$ cat config.mk
export PLATFORM = sky130hd
export DESIGN_NAME = regfile_param
export DESIGN_NICKNAME = d
export VERILOG_FILES = /design/src/rtl/regfile_param.sv
export SDC_FILE = /design/constraint.sdc
export NUM_CORES = 1
export LEC_CHECK = 0
export ABC_AREA = 1
export CAP_MARGIN = 30
export CORE_MARGIN = 2
export CORE_UTILIZATION = 50
export CTS_CLUSTER_DIAMETER = 150
export DETAILED_ROUTE_END_ITERATION = 10
export PLACE_DENSITY = 0.87
export SLEW_MARGIN = 15
export SYNTH_ARGS = -nofsm -noshare
export SYNTH_HDL_FRONTEND = slang
export SYNTH_SLANG_ARGS = --single-unit
$ cat constraint.sdc
create_clock -name clk -period 2.55 [get_ports clk]
set_input_delay 0.765 -clock clk [delete_from_list [all_inputs] [get_ports clk]]
set_output_delay 0.765 -clock clk [all_outputs]
set_load 0.01 [all_outputs]
$ cat src/rtl/regfile_param.sv
// rtl/regfile_param.sv - parametrised register file with bypass, zero register and clear engine
module regfile_param #(
    parameter int DATA_WIDTH = 8,
    parameter int ADDR_WIDTH = 3,
    parameter int ZERO_REG   = 0
) (
    input  logic                               clk,
    input  logic                               reset,
    input  logic                               wr_en,
    input  logic [ADDR_WIDTH-1:0]              in_addr,
    input  logic [DATA_WIDTH-1:0]              in_data,
    input  logic [ADDR_WIDTH-1:0]              out1_addr,
    output logic [DATA_WIDTH-1:0]              out1_data,
    input  logic [ADDR_WIDTH-1:0]              out2_addr,
    output logic [DATA_WIDTH-1:0]              out2_data,
    input  logic                               clear_req,
    output logic                               busy,
    output logic                               wr_drop,
    output logic [(2**ADDR_WIDTH)*DATA_WIDTH-1:0] debug_flat
);

    localparam int DEPTH = 2 ** ADDR_WIDTH;
    localparam logic [ADDR_WIDTH-1:0] LAST_PTR = ADDR_WIDTH'(DEPTH - 1);

    typedef enum logic {
        IDLE,
        CLEARING
    } state_t;

    state_t                  state;
    logic [ADDR_WIDTH-1:0]   ptr;
    logic [DATA_WIDTH-1:0]   mem [DEPTH];

    logic                    clearing;
    logic                    wr_accept;
    logic [DATA_WIDTH-1:0]   rd1_next;
    logic [DATA_WIDTH-1:0]   rd2_next;

    // Value an entry will hold after this edge, as seen by a read port
    function automatic logic [DATA_WIDTH-1:0] read_next(
        input logic [ADDR_WIDTH-1:0] addr,
        input logic [DATA_WIDTH-1:0] stored,
        input logic                  clr,
        input logic [ADDR_WIDTH-1:0] clr_ptr,
        input logic                  wa,
        input logic [ADDR_WIDTH-1:0] waddr,
        input logic [DATA_WIDTH-1:0] wdata
    );
        logic [DATA_WIDTH-1:0] v;
        v = stored;
        if ((ZERO_REG != 0) && (addr == '0)) begin
            v = '0;
        end else if (clr && (addr == clr_ptr)) begin
            v = '0;
        end else if (wa && (addr == waddr)) begin
            v = wdata;
        end
        return v;
    endfunction

    // Write qualification and next-state read values for both ports
    always_comb begin
        clearing  = (state == CLEARING);
        wr_accept = wr_en && (state == IDLE) && !((ZERO_REG != 0) && (in_addr == '0));
        rd1_next  = read_next(out1_addr, mem[out1_addr], clearing, ptr, wr_accept, in_addr, in_data);
        rd2_next  = read_next(out2_addr, mem[out2_addr], clearing, ptr, wr_accept, in_addr, in_data);
    end

    // Storage: normal writes in IDLE, one entry zeroed per edge while clearing
    always_ff @(posedge clk or negedge reset) begin
        if (!reset) begin
            for (int i = 0; i < DEPTH; i++) begin
                mem[i] <= '0;
            end
        end else begin
            if (wr_accept) begin
                mem[in_addr] <= in_data;
            end
            if (clearing) begin
                mem[ptr] <= '0;
            end
        end
    end

    // Clear sequencer; ptr stops at the last entry instead of wrapping
    always_ff @(posedge clk or negedge reset) begin
        if (!reset) begin
            state   <= IDLE;
            ptr     <= '0;
            busy    <= 1'b0;
            wr_drop <= 1'b0;
        end else begin
            wr_drop <= wr_en && (state == CLEARING);
            case (state)
                IDLE: begin
                    if (clear_req) begin
                        state <= CLEARING;
                        ptr   <= '0;
                        busy  <= 1'b1;
                    end
                end
                CLEARING: begin
                    if (ptr == LAST_PTR) begin
                        state <= IDLE;
                        busy  <= 1'b0;
                    end else begin
                        ptr <= ptr + 1'b1;
                    end
                end
                default: begin
                    state <= IDLE;
                    busy  <= 1'b0;
                end
            endcase
        end
    end

    // Registered read ports
    always_ff @(posedge clk or negedge reset) begin
        if (!reset) begin
            out1_data <= '0;
            out2_data <= '0;
        end else begin
            out1_data <= rd1_next;
            out2_data <= rd2_next;
        end
    end

    // Flattened view of the array for observation
    always_comb begin
        debug_flat = '0;
        for (int i = 0; i < DEPTH; i++) begin
            debug_flat[i*DATA_WIDTH +: DATA_WIDTH] = mem[i];
        end
    end

endmodule
==> Word level (Yosys, flattened, before mapping) <==
Index checks and enable logic that the tools add are counted.
{ "classes": {"n_reduce_logical": 10, "magnitude_cmp": 6, "mux": 26, "div": 0, "eq_ne": 8, "shifts": 0, "bitwise_logic": 7, "addsub": 1, "n_mul": 0} }
{ "ops": {"columns": ["cell", "count"], "rows": [
  ["2-to-1 mux 64 bit", 2],
  ["2-to-1 mux 8 bit", 10],
  ["bitwise AND 64 bit", 1],
  ["bitwise mux 64 bit", 1],
  ["NOT 64 bit", 1],
  ["binary-select mux 8 bit (select 3 bit)", 2],
  ["demux 8 bit (select 3 bit)", 2],
  [">= comparator 4 bit, second input constant", 4],
  ["NOT 3 -> 4 bit", 4],
  ["== test 3 bit", 4],
  ["logical AND 1 bit", 8],
  ["less-than comparator 4 x 1 -> 1 bit, second input constant", 2],
  ["2-to-1 mux 3 bit", 2],
  ["one-hot mux 3 bit (2 select lines)", 1],
  ["2-to-1 mux 1 bit", 4],
  ["!= test 2 bit, second input constant", 2],
  ["one-hot mux 1 bit (2 select lines)", 2],
  ["AND reduction 2 bit", 2],
  ["adder 3 x 1 -> 3 bit, second input constant", 1],
  ["== test 3 bit, second input constant", 1],
  ["!= test 2 x 1 -> 1 bit, second input constant", 1],
  ["NOT 1 bit", 1]
]} }
{ "word_totals": {"mem_bits_ro": 0, "output_inout_bits": 82, "latch_bits": 0, "regBits": 86, "memories": 0, "elab_cells": 72, "inputBits": 21, "mem_bits_rw": 0} }

==> Longest topological paths before layout <==
Gate-level depths: netlist (run 1).
{ "depth": {"ltp_word": 9, "ltp_mapped": 9, "depth_no_buf": 8} }

==> Least setup slack after synthesis (run 1) <==
No wires, ideal clock.
{ "synth_path": {"path_kind": "input-to-reg", "startpoint": "in out2_addr[1]", "endpoint": "reg out2_data[5]", "setup_ps": 116, "arrival_time_ps": 1594, "required_ps": 2434, "path_stages": 8, "n_path_buf": 2, "setup_slack_ps": 840, "cell_sequence": "buf_4 inv_4 clkbuf_1 nand3_1 nand3_1 nand2_1 nor2_1 nor2_1"} }
{ "synth_via": {"elab_chain_cells": 6, "word_cells_on_any_way": 10, "classes_between": "eq/ne (2); mux (5); bitwise (1); reduce/logical (2)"} }
{ "synth_rtl": {"columns": ["element", "line_no", "rtl"], "rows": [
  ["start: declaration", "14", "input logic [ADDR_WIDTH-1:0] out2_addr,"],
  ["NOT 3 -> 4 bit (not written as such)", "66", "rd2_next = read_next(out2_addr, mem[out2_addr], clearing, ptr, wr_accept, in_addr, in_data);"],
  ["binary-select mux 8 bit (select 3 bit)", "66", null],
  ["2-to-1 mux 8 bit (not written as such) (2 in series)", "66", null],
  ["2-to-1 mux 8 bit", "55", "end else if (wa && (addr == waddr)) begin"],
  ["2-to-1 mux 8 bit (*)", "53", "end else if (clr && (addr == clr_ptr)) begin"],
  ["net rd2_next[5]", "37", "logic [DATA_WIDTH-1:0] rd2_next;"],
  ["end signal: assignment", "125", "out2_data <= rd2_next;"],
  ["end: declaration", "15", "output logic [DATA_WIDTH-1:0] out2_data,"]
]} }
The timed path passes the listed nets; every way through them passes the cells marked *. The select of a mux whose other input is x is not followed.
A chain may end at the register's enable or synchronous reset.

==> Worst setup path after layout (run 1) <==
{ "layout_path": {"startpoint": "reg mem, in the netlist debug_flat[28]", "endpoint": "out debug_flat[28]"} }
{ "layout_rtl": {"columns": ["element", "line_no", "rtl"], "rows": [
  ["start: declaration", "32", "logic [DATA_WIDTH-1:0] mem [DEPTH];"],
  ["start signal: indexed assignment", "77", "mem[in_addr] <= in_data;"],
  ["end: declaration", "19", "output logic [(2**ADDR_WIDTH)*DATA_WIDTH-1:0] debug_flat"]
]} }
No word-level cell between the ends.

==> summary.txt, run 1 <==
STA
  – Slew of the pin with the lowest slew margin: 0.673 ns
  – Fmax: 457 MHz
  – # setup viols final: 0
  – Fin crit share: 0.858
  – RSZ-0062 raised after global routing: no
  – Minimum clock period: 2.19 ns
  – Hold Slack: 0.276 ns
  – Relative slew slack: 0.549
  – Hold Fails Final Rpt: 0
  – Final Slew Violations: 0
  – Setup TNS: 0 ns
  – Clock Skews: 0.0140 ns

Clocking
  – Max Buffers Root-to-Sink: 2
  – CTS buffer count: 9
  – Post-CTS resize count: 0
  – H-tree depth: 3
  – Setup bufs post-CTS: 0
  – CTS tree: yes
  – Worst-path clk slew: 0.10 ns
  – Clk root buf: clkbuf_8
  – CTS Sinks: 86
  – CTS Hold Bufs: 0
  – Clock Latency Late Sink: 0.38 ns

Routing
  – Routed vias: 5,393
  – DRC viols: 0
  – Average wire per standard cell: 19.9 um
  – Vias per inst: 5.72
  – Drt first pass iters: 6
  – WL final: 18,800 um
  – Detail Route Antenna Nets: 0
  – Detailed Route Iter0 Violations: 616

GRT
  – Total GRT Usage: 0.354
  – Global-route wire length before repair: 28,900 um
  – Vias in the first global route: 4,976
  – Global route total overflow: 0
  – Largest net degree at the start of global routing: 42
  – Initial antenna violation count: 0

Die
  – Initial core utilization: 0.512
  – Die X: 104 um
  – IO Pins: 103
  – Die H: 104 um
  – Die area: 10,800 um2
  – Core footprint: 9730 um2
  – Site row count: 36

Place
  – DP Wirelength: 14,000 um
  – Placed Area: 6210 um2
  – GP Congestion: 1.01
  – IO buf count: 102

Setup path
  – Worst path max stage delay: 0.58 ns
  – RR Endpoint: debug_flat[38]
  – Crit path capture type: output pin
  – Startpoint Class: flop
  – Flop-to-flop setup slack: 0.89 ns
  – Crit path cell chain: clkdlybuf4s50_1
  – Depth of the most critical reg-to-reg path: 5
  – Family with the most delay on the worst path: buffers and inverters
  – Arrival time at the worst endpoint: 1.42 ns
  – Crit path max fanout: 4
  – R2r startpoint: clearing
  – WP data required: 1.79 ns
  – Slowest-stage cell, CP: clkdlybuf4s50_1
  – Crit Path Class: reg -> out
  – WP buf/inv: 1

Synthesis
  – Synthesized area per cell: 7.11 um2
  – Area leader, netlist: dfrtp_1
  – Number of flops mapped to enable cells by yosys: 0
  – Mapped Cells: 701
  – Flops & latches, synth: 86
  – Post-synth top cells: nand2_1, nand3_1, nor2_1
  – Number of distinct library cells after synthesis: 27
  – Synth warnings: 0
  – Asr flop ratio synth: 1.00
  – Share of the synthesized area in the top cell type: 0.432
  – Synth top area cells: dfrtp_1, nand2_1, nand3_1
  – Syn Std Cell Area: 4980 um2
  – Most common cell in the netlist: nand2_1
  – Synth Flop Type: dfrtp_1
  – Syn nets: 724
  – Sequential share of the synthesized area: 0.432

Outcome
  – Status: finished, final reports clean

Final layout
  – Layout cells sized above 1: 0.0852
  – Area taken by multi-input logic gates: 2510 um2
  – Design area: 6400 um2
  – Layout Nets: 828
  – Number of diodes: 0
  – Fill count: 858
  – Layout area overhead: 28.4%
  – Sequential cell area: 2150 um2

Pwr
  – Worst vdd ir: 0.000676 V
  – Sw Ratio: 0.422
  – Leak pwr: 2.98 nW
  – Pwr dens: 993 nW/um2
  – Combinational power share: 0.459
  – Clock share of power: 0.150
  – Int Pwr: 3.67 mW
  – Switch Pwr: 2.68 mW
  – Flop pwr share: 0.391

Run
  – Max-cap violation count: 0

Min path
  – Hold Path Class: in -> async
## final cells by class
class                   instances  area share
flip-flops and latches         86       0.336
clock buffers                  10      0.0215
inverters                      36      0.0219
well taps                     133      0.0260
clock inverters                 6     0.00782
repair buffers                122       0.194
multi-input cells             550       0.392
## kinds of logic after synthesis
logic type                 after synthesis  share of synthesized area
xor gates and xnor gates                 2                    0.00352
AOI/OAI and AO/OA                       90                     0.0912
and+or+nand+nor                        456                      0.404
DFF                                     86                      0.432
buffers and inverters                   65                     0.0645
adders and majority gates                2                    0.00502
## metal layers
layer  GRT usage  wire, um
met1       0.496      7840
met2       0.552      8580
met3      0.0592      1670
met4       0.132       702
met5           0         0
## per-stage QoR
stage                     setup WS (ns)  power, mW   util  instances
final                             0.363       6.36  0.658        943
after global placement            0.139       5.29  0.638        927
after global routing              0.312       6.70  0.658        943
after floorplan                   0.840       3.74      -        701
after detailed placement          0.108       5.38  0.638        927
after CTS                         0.371       6.31  0.658        943
## state kept, by name, indices dropped and copies added, names as in the netlist
| register | count |
|---|---|
| debug_flat | 64 |
| out1_data | 8 |
| out2_data | 8 |
| ptr | 3 |
| busy | 1 |
| clearing | 1 |
| wr_drop | 1 |
## worst max path at each step
| stage | to | slack (ns) | cells after the start | startpoint |
|---|---|---|---|---|
| floorplan | out2_data[5] | 0.84 | 8 | out2_addr[1] |
| finish | debug_flat[28] | 0.36 | 1 | debug_flat[28] |
| CTS | debug_flat[42] | 0.37 | 1 | debug_flat[42] |
| global placement | out1_data[3] | 0.14 | 9 | out1_addr[0] |
| global route | out1_data[5] | 0.31 | 9 | out1_addr[0] |
| detailed placement | debug_flat[17] | 0.11 | 8 | in_addr[1] |
## cell usage in the layout (no fill, tap or decap)
master,count
inv_4,1
nand2_1,200
inv_2,7
clkinvlp_4,2
inv_6,3
nand2_2,1
nor2_1,108
inv_1,25
xnor2_1,2
nor2_2,2
ha_1,2
nor3_2,2
nand2_4,4
nor2_4,12
nand4_1,1
o21ai_2,1
clkdlybuf4s50_1,101
clkbuf_8,10
clkinv_1,1
nand3_1,110
clkinv_4,1
nor3_1,16
o21ai_1,5
o21ai_0,46
buf_12,6
clkinv_2,2
buf_4,15
dfrtp_1,86
a21oi_1,38
## power by group through the flow
stage	sequential (mW)	combinational, mW	clock [mW]
2_1_floorplan	2.53	1.21	0
3_3_place_gp	2.48	2.82	0
5_1_grt	2.55	3.16	0.998
6_report	2.48	2.92	0.950
4_1_cts	2.47	2.91	0.939
3_5_place_dp	2.49	2.89	0
Note: power is estimated with default switching activity, not from simulation.
==> inputs of run 2 (changes only) <==
--- a/config.mk
+++ b/config.mk
@@ -8,10 +8,10 @@
 export ABC_AREA = 1
 export CAP_MARGIN = 30
 export CORE_MARGIN = 2
-export CORE_UTILIZATION = 50
+export CORE_UTILIZATION = 47
 export CTS_CLUSTER_DIAMETER = 150
 export DETAILED_ROUTE_END_ITERATION = 10
-export PLACE_DENSITY = 0.87
+export PLACE_DENSITY = 0.86
 export SLEW_MARGIN = 15
 export SYNTH_ARGS = -nofsm -noshare
 export SYNTH_HDL_FRONTEND = slang
==> constraint.sdc (replaced) <==
create_clock -name clk -period 1.95 [get_ports clk]
set_input_delay 0.585 -clock clk [delete_from_list [all_inputs] [get_ports clk]]
set_output_delay 0.585 -clock clk [all_outputs]
set_load 0.01 [all_outputs]
==> run 2 against run 1 <==
Effect of this change:
- via count grew 6.1%
- design area grew 11%
- register-to-register slack lost 0.57 ns
- clock skew grew 0.0019 ns
- total power grew 40%
- largest power group unchanged
- highest routed layer unchanged
==> summary.txt, run 2 (same netlist as run 1, synthesis figures left out) <==
Setup path
  – Arrival time at the worst endpoint: 1.35 ns
  – Depth of the most critical reg-to-reg path: 7
  – Crit path max fanout: 4
  – WP data required: 1.36 ns
  – R2r startpoint: clearing
  – WP buf/inv: 1
  – Crit path cell chain: clkdlybuf4s50_1
  – Flop-to-flop setup slack: 0.32 ns
  – Crit path capture type: output pin
  – Critical Path Stages: 1
  – Worst path max stage delay: 0.57 ns
  – Startpoint Class: flop
  – Crit Path Class: reg -> out
  – Family with the most delay on the worst path: buffers and inverters
  – RR Endpoint: debug_flat[42]
  – Crit path launch: debug_flat[2]
  – Worst Setup EP: debug_flat[2]
  – Slowest-stage cell, CP: clkdlybuf4s50_1

STA
  – Hold Fails Final Rpt: 0
  – Fin crit share: 0.990
  – Fmax: 518 MHz
  – Final worst slack: 0.0198 ns
  – Clock Skews: 0.0159 ns
  – Minimum clock period: 1.93 ns
  – Relative slew slack: 0.620
  – # setup viols final: 0
  – Setup TNS: 0 ns
  – Final Slew Violations: 0
  – Slew of the pin with the lowest slew margin: 0.567 ns
  – Hold Slack: 0.251 ns

Pwr
  – Flop pwr share: 0.341
  – Clock share of power: 0.130
  – Total chip power: 8.91 mW
  – Combinational power share: 0.529
  – Leak pwr: 3.51 nW
  – Int Pwr: 5.32 mW
  – Switch Pwr: 3.59 mW
  – Sw Ratio: 0.403
  – Worst vdd ir: 0.000632 V
  – Pwr dens: 1260 nW/um2

Final layout
  – Layout cells sized above 1: 0.177
  – Layout area overhead: 42.1%
  – Number of diodes: 0
  – Area taken by multi-input logic gates: 2510 um2
  – Most frequent cells in the layout: nand2_1, nand3_1, nor2_1, buf_4, clkdlybuf4s50_1
  – Fin cells: 1,030
  – Design area: 7080 um2
  – Fill count: 852
  – Most common cell after layout, fill and taps aside: nand2_1
  – Max FFs per register: 64
  – Sequential cell area: 2160 um2
  – Layout Nets: 912
  – Fin util: 0.686

Clocking
  – CTS buffer count: 9
  – H-tree depth: 3
  – Clk root buf: clkbuf_8
  – CTS Sinks: 86
  – Worst-path clk slew: 0.09 ns
  – CTS Hold Bufs: 0
  – CTS tree: yes
  – Clock Latency Late Sink: 0.36 ns
  – Max Buffers Root-to-Sink: 2

GRT
  – Initial antenna violation count: 0
  – Largest net degree at the start of global routing: 87
  – Total GRT Usage: 0.316
  – Global route total overflow: 0
  – Global-route wire length before repair: 27,300 um
  – Vias in the first global route: 5,030

Run
  – Max-cap violation count: 0

Place
  – IO buf count: 102
  – GP Congestion: 1.06
  – Post-Place Worst Slack: -0.202 ns
  – Placed Area: 6510 um2
  – DP Cell Count: 964
  – DP Wirelength: 12,900 um

Die
  – Die area: 11,400 um2
  – Initial core utilization: 0.483
  – Die X: 107 um
  – Site row count: 37
  – Die H: 107 um
  – IO Pins: 103
  – Core footprint: 10,300 um2

Outcome
  – Status: finished, final reports clean

Routing
  – Drt first pass iters: 7
  – Routed vias: 5,721
  – Average wire per standard cell: 17.6 um
  – Detail Route Antenna Nets: 0
  – Detailed Route Iter0 Violations: 707
  – WL final: 18,100 um
  – DRC viols: 0
  – Vias per inst: 5.55

Min path
  – Hold Path Class: in -> async
==> run 2: changes by cell type in the layout (fill, tap and decap cells not counted), sizes merged <==
cell and delta:
buf +84, clkdlybuf4s50 -6, dlymetal6s2s +6, clkinv +1, inv -1
==> run 2: how the worst min path moves through the flow <==
stage                      to  depth (start not counted)   from  slack (ns)
6_report              wr_drop                          2  reset        0.25
5_1_grt        debug_flat[57]                          2  reset        0.28
4_1_cts        debug_flat[57]                          2  reset        0.27
3_5_place_dp             busy                          2   busy        0.53
3_3_place_gp             busy                          2   busy        0.51
2_1_floorplan            busy                          0  reset        0.29
==> run 2: routing by layer <==
layer  global-route usage  part of all wire
met1                0.432              0.40
met5                    0                 0
met2                0.487              0.45
met3               0.0802              0.11
met4                0.118             0.040
==> run 2: power by group through the flow <==
| stage | sequential [mW] | clock (mW) | combinational [mW] |
|---|---|---|---|
| detailed placement | 3.26 | 0 | 3.78 |
| global route | 3.10 | 1.25 | 5.08 |
| global placement | 3.26 | 0 | 3.70 |
| finish | 3.04 | 1.16 | 4.71 |
| CTS | 3.15 | 1.15 | 4.08 |
| floorplan | 3.31 | 0 | 1.58 |
==> run 2: layout make-up <==
| type | instances | area share |
|---|---|---|
| Clock buffer | 10 | 0.0180 |
| Inverter | 36 | 0.0198 |
| Tap cell | 136 | 0.0240 |
| Sequential cell | 86 | 0.305 |
| Multi-Input combinational cell | 550 | 0.354 |
| Clock inverter | 6 | 0.00654 |
| Timing Repair Buffer | 206 | 0.272 |
==> run 2: repair_timing <==
item	in CTS	in global routing
hold endpoints to repair	0	0
resized for setup	3	9
endpoints found under the setup margin	17	40
buffers inserted	14	36
==> inputs of run 3 (changes only) <==
--- a/config.mk
+++ b/config.mk
@@ -6,12 +6,13 @@
 export NUM_CORES = 1
 export LEC_CHECK = 0
 export ABC_AREA = 1
-export CAP_MARGIN = 30
+export CAP_MARGIN = 10
 export CORE_MARGIN = 2
 export CORE_UTILIZATION = 47
 export CTS_CLUSTER_DIAMETER = 150
 export DETAILED_ROUTE_END_ITERATION = 10
-export PLACE_DENSITY = 0.86
+export PLACE_DENSITY = 0.75
+export SETUP_SLACK_MARGIN = 0.5
 export SLEW_MARGIN = 15
 export SYNTH_ARGS = -nofsm -noshare
 export SYNTH_HDL_FRONTEND = slang
==> run 3 against run 2 <==
Effect of this change:
- design area up 13%
- flip-flop and latch count unchanged
- via count up 14%
- critical path depth up 5
- cell count up 7.4%
- core utilization up 8.7 points
- largest cell class unchanged
==> summary.txt, run 3 (same netlist as run 1, synthesis figures left out) <==
Outcome
  – Status: finished, final reports clean

Die
  – IO Pins: 103
  – Site row count: 37
  – Die H: 107 um
  – Die area: 11,400 um2
  – Die X: 107 um
  – Initial core utilization: 0.483
  – Core footprint: 10,300 um2

Setup path
  – Crit Path Class: reg -> reg
  – Crit path cell chain: nor2_4 > nand2_4 > nor2_4 > buf_12 > o21ai_1 > a21oi_1
  – Worst path max stage delay: 0.47 ns
  – Crit path capture type: flop
  – Startpoint Class: flop
  – Slowest-stage cell, CP: dfrtp_2
  – Most frequent CP cell: nor2_4
  – R2r startpoint: clearing
  – Arrival time at the worst endpoint: 1.91 ns
  – Crit path launch: clearing
  – WP data required: 2.24 ns
  – Flop-to-flop setup slack: 0.33 ns
  – Crit path max fanout: 8
  – RR Endpoint: debug_flat[48]
  – Depth of the most critical reg-to-reg path: 6

Routing
  – Detailed Route Iter0 Violations: 861
  – Detail Route Antenna Nets: 0
  – Vias per inst: 5.90
  – Routed vias: 6,526
  – Drt first pass iters: 5
  – DRC viols: 0
  – WL final: 24,200 um
  – Average wire per standard cell: 21.9 um

Final layout
  – Layout cells sized above 1: 0.415
  – Max FFs per register: 64
  – Most frequent cells in the layout: nand2_1, buf_4, nand3_1, nor2_1, dfrtp_1
  – Fill count: 666
  – Area taken by multi-input logic gates: 2880 um2
  – Most common cell after layout, fill and taps aside: nand2_1
  – Sequential cell area: 2160 um2
  – Layout area overhead: 60.1%
  – Number of diodes: 0
  – Design area: 7980 um2
  – Fin cells: 1,106
  – Layout Nets: 988

Clocking
  – Max Buffers Root-to-Sink: 2
  – Worst-path clk slew: 0.08 ns
  – H-tree depth: 3
  – CTS Sinks: 86
  – CTS Hold Bufs: 0
  – Clock Latency Late Sink: 0.40 ns
  – CTS buffer count: 9
  – CTS tree: yes
  – Clk root buf: clkbuf_8

Place
  – IO buf count: 102
  – Post-Place Worst Slack: -0.258 ns
  – Placed Area: 6640 um2
  – DP Wirelength: 14,700 um
  – GP Congestion: 0.968
  – DP Cell Count: 974

STA
  – Fmax: 617 MHz
  – Final worst slack: 0.329 ns
  – Hold Fails Final Rpt: 0
  – # setup viols final: 0
  – Relative slew slack: 0.624
  – Fin crit share: 0.831
  – Minimum clock period: 1.62 ns
  – Slew of the pin with the lowest slew margin: 0.564 ns
  – RSZ-0062 raised after global routing: yes
  – Final Slew Violations: 0
  – Clock Skews: 0.0204 ns

GRT
  – Met2 global-route usage: 0.607
  – Met3 Use GR: 0.0742
  – Global route total overflow: 0
  – Global-route wire length before repair: 33,400 um
  – Busiest grt layer: met2
  – M1 GR Usage: 0.542
  – Initial antenna violation count: 0
  – Largest net degree at the start of global routing: 87
  – Vias in the first global route: 5,804
  – Total GRT Usage: 0.396

Pwr
  – Pwr dens: 1290 nW/um2
  – Worst vdd ir: 0.000888 V
  – Leak pwr: 4.11 nW

Min path
  – Hold Path Class: in -> async

Run
  – Max-cap violation count: 0
[run 3: cell count changes in the layout (fill, tap and decap cells not counted), sizes merged, moves of 3 or more]
cell           before  now
dlymetal6s2s        6    0
buf               105  258
bufinv              0    3
dlygate4sd2         0    6
clkbuf             10   14
clkdlybuf4s50      95    9
nor2              122  126
[run 3: routing by layer]
layer  routed length [um]  vias up
met1                 9080     3042
li1                     -     2829
met3                 2770      113
met2                11000      542
met5                    0        -
met4                 1400        0
[run 3: layout make-up]
type,instances,area share
Multi-Input combinational cell,554,0.361
Timing Repair Buffer,278,0.297
Sequential cell,86,0.271
Tap cell,136,0.0213
Inverter,36,0.0196
Clock buffer,11,0.0177
Clock inverter,5,0.0130
[run 3: power breakdown]
| group | switching [mW] | leakage, nW | total (mW) | internal [mW] |
|---|---|---|---|---|
| Clock | 0.718 | 0.124 | 1.61 | 0.890 |
| Combinational | 3.12 | 2.86 | 5.68 | 2.56 |
| Sequential | 0.499 | 1.12 | 2.96 | 2.47 |
[run 3: how the worst max path moves through the flow]
| stage | endpoint | slack, ns | depth (start not counted) |
|---|---|---|---|
| final | debug_flat[48] | 0.33 | 6 |
| after global routing | debug_flat[36] | 0.30 | 7 |
| after CTS | debug_flat[48] | 0.41 | 1 |
| after detailed placement | debug_flat[35] | -0.26 | 8 |
| after global placement | out2_data[3] | -0.18 | 9 |
| after floorplan | out2_data[5] | 0.51 | 9 |
[run 3: worst max-delay path: cells and delay by family, from the launching register on]
family	cells	cell delay [ns]
simple gates	3	0.59
flops	1	0.47
compound gates	2	0.28
buf+inv	1	0.17
[run 3: per-stage QoR]
step                      power, mW  setup TNS [ns]  utilization  hold WS, ns
final                          10.3               0        0.773        0.222
after global routing           10.7               0        0.773        0.269
after CTS                      9.12               0        0.711        0.243
after detailed placement       7.15          -12.31        0.643        0.555
after global placement         7.04           -9.97        0.643        0.523
after floorplan                4.90               0            -        0.289
[run 3: repair_timing]
action,CTS,global route
cloned,6,1
pin swaps,22,26
setup endpoints to repair,165,165
setup buffers,75,34
gates resized for setup,416,109
endpoints found under the hold margin,0,0
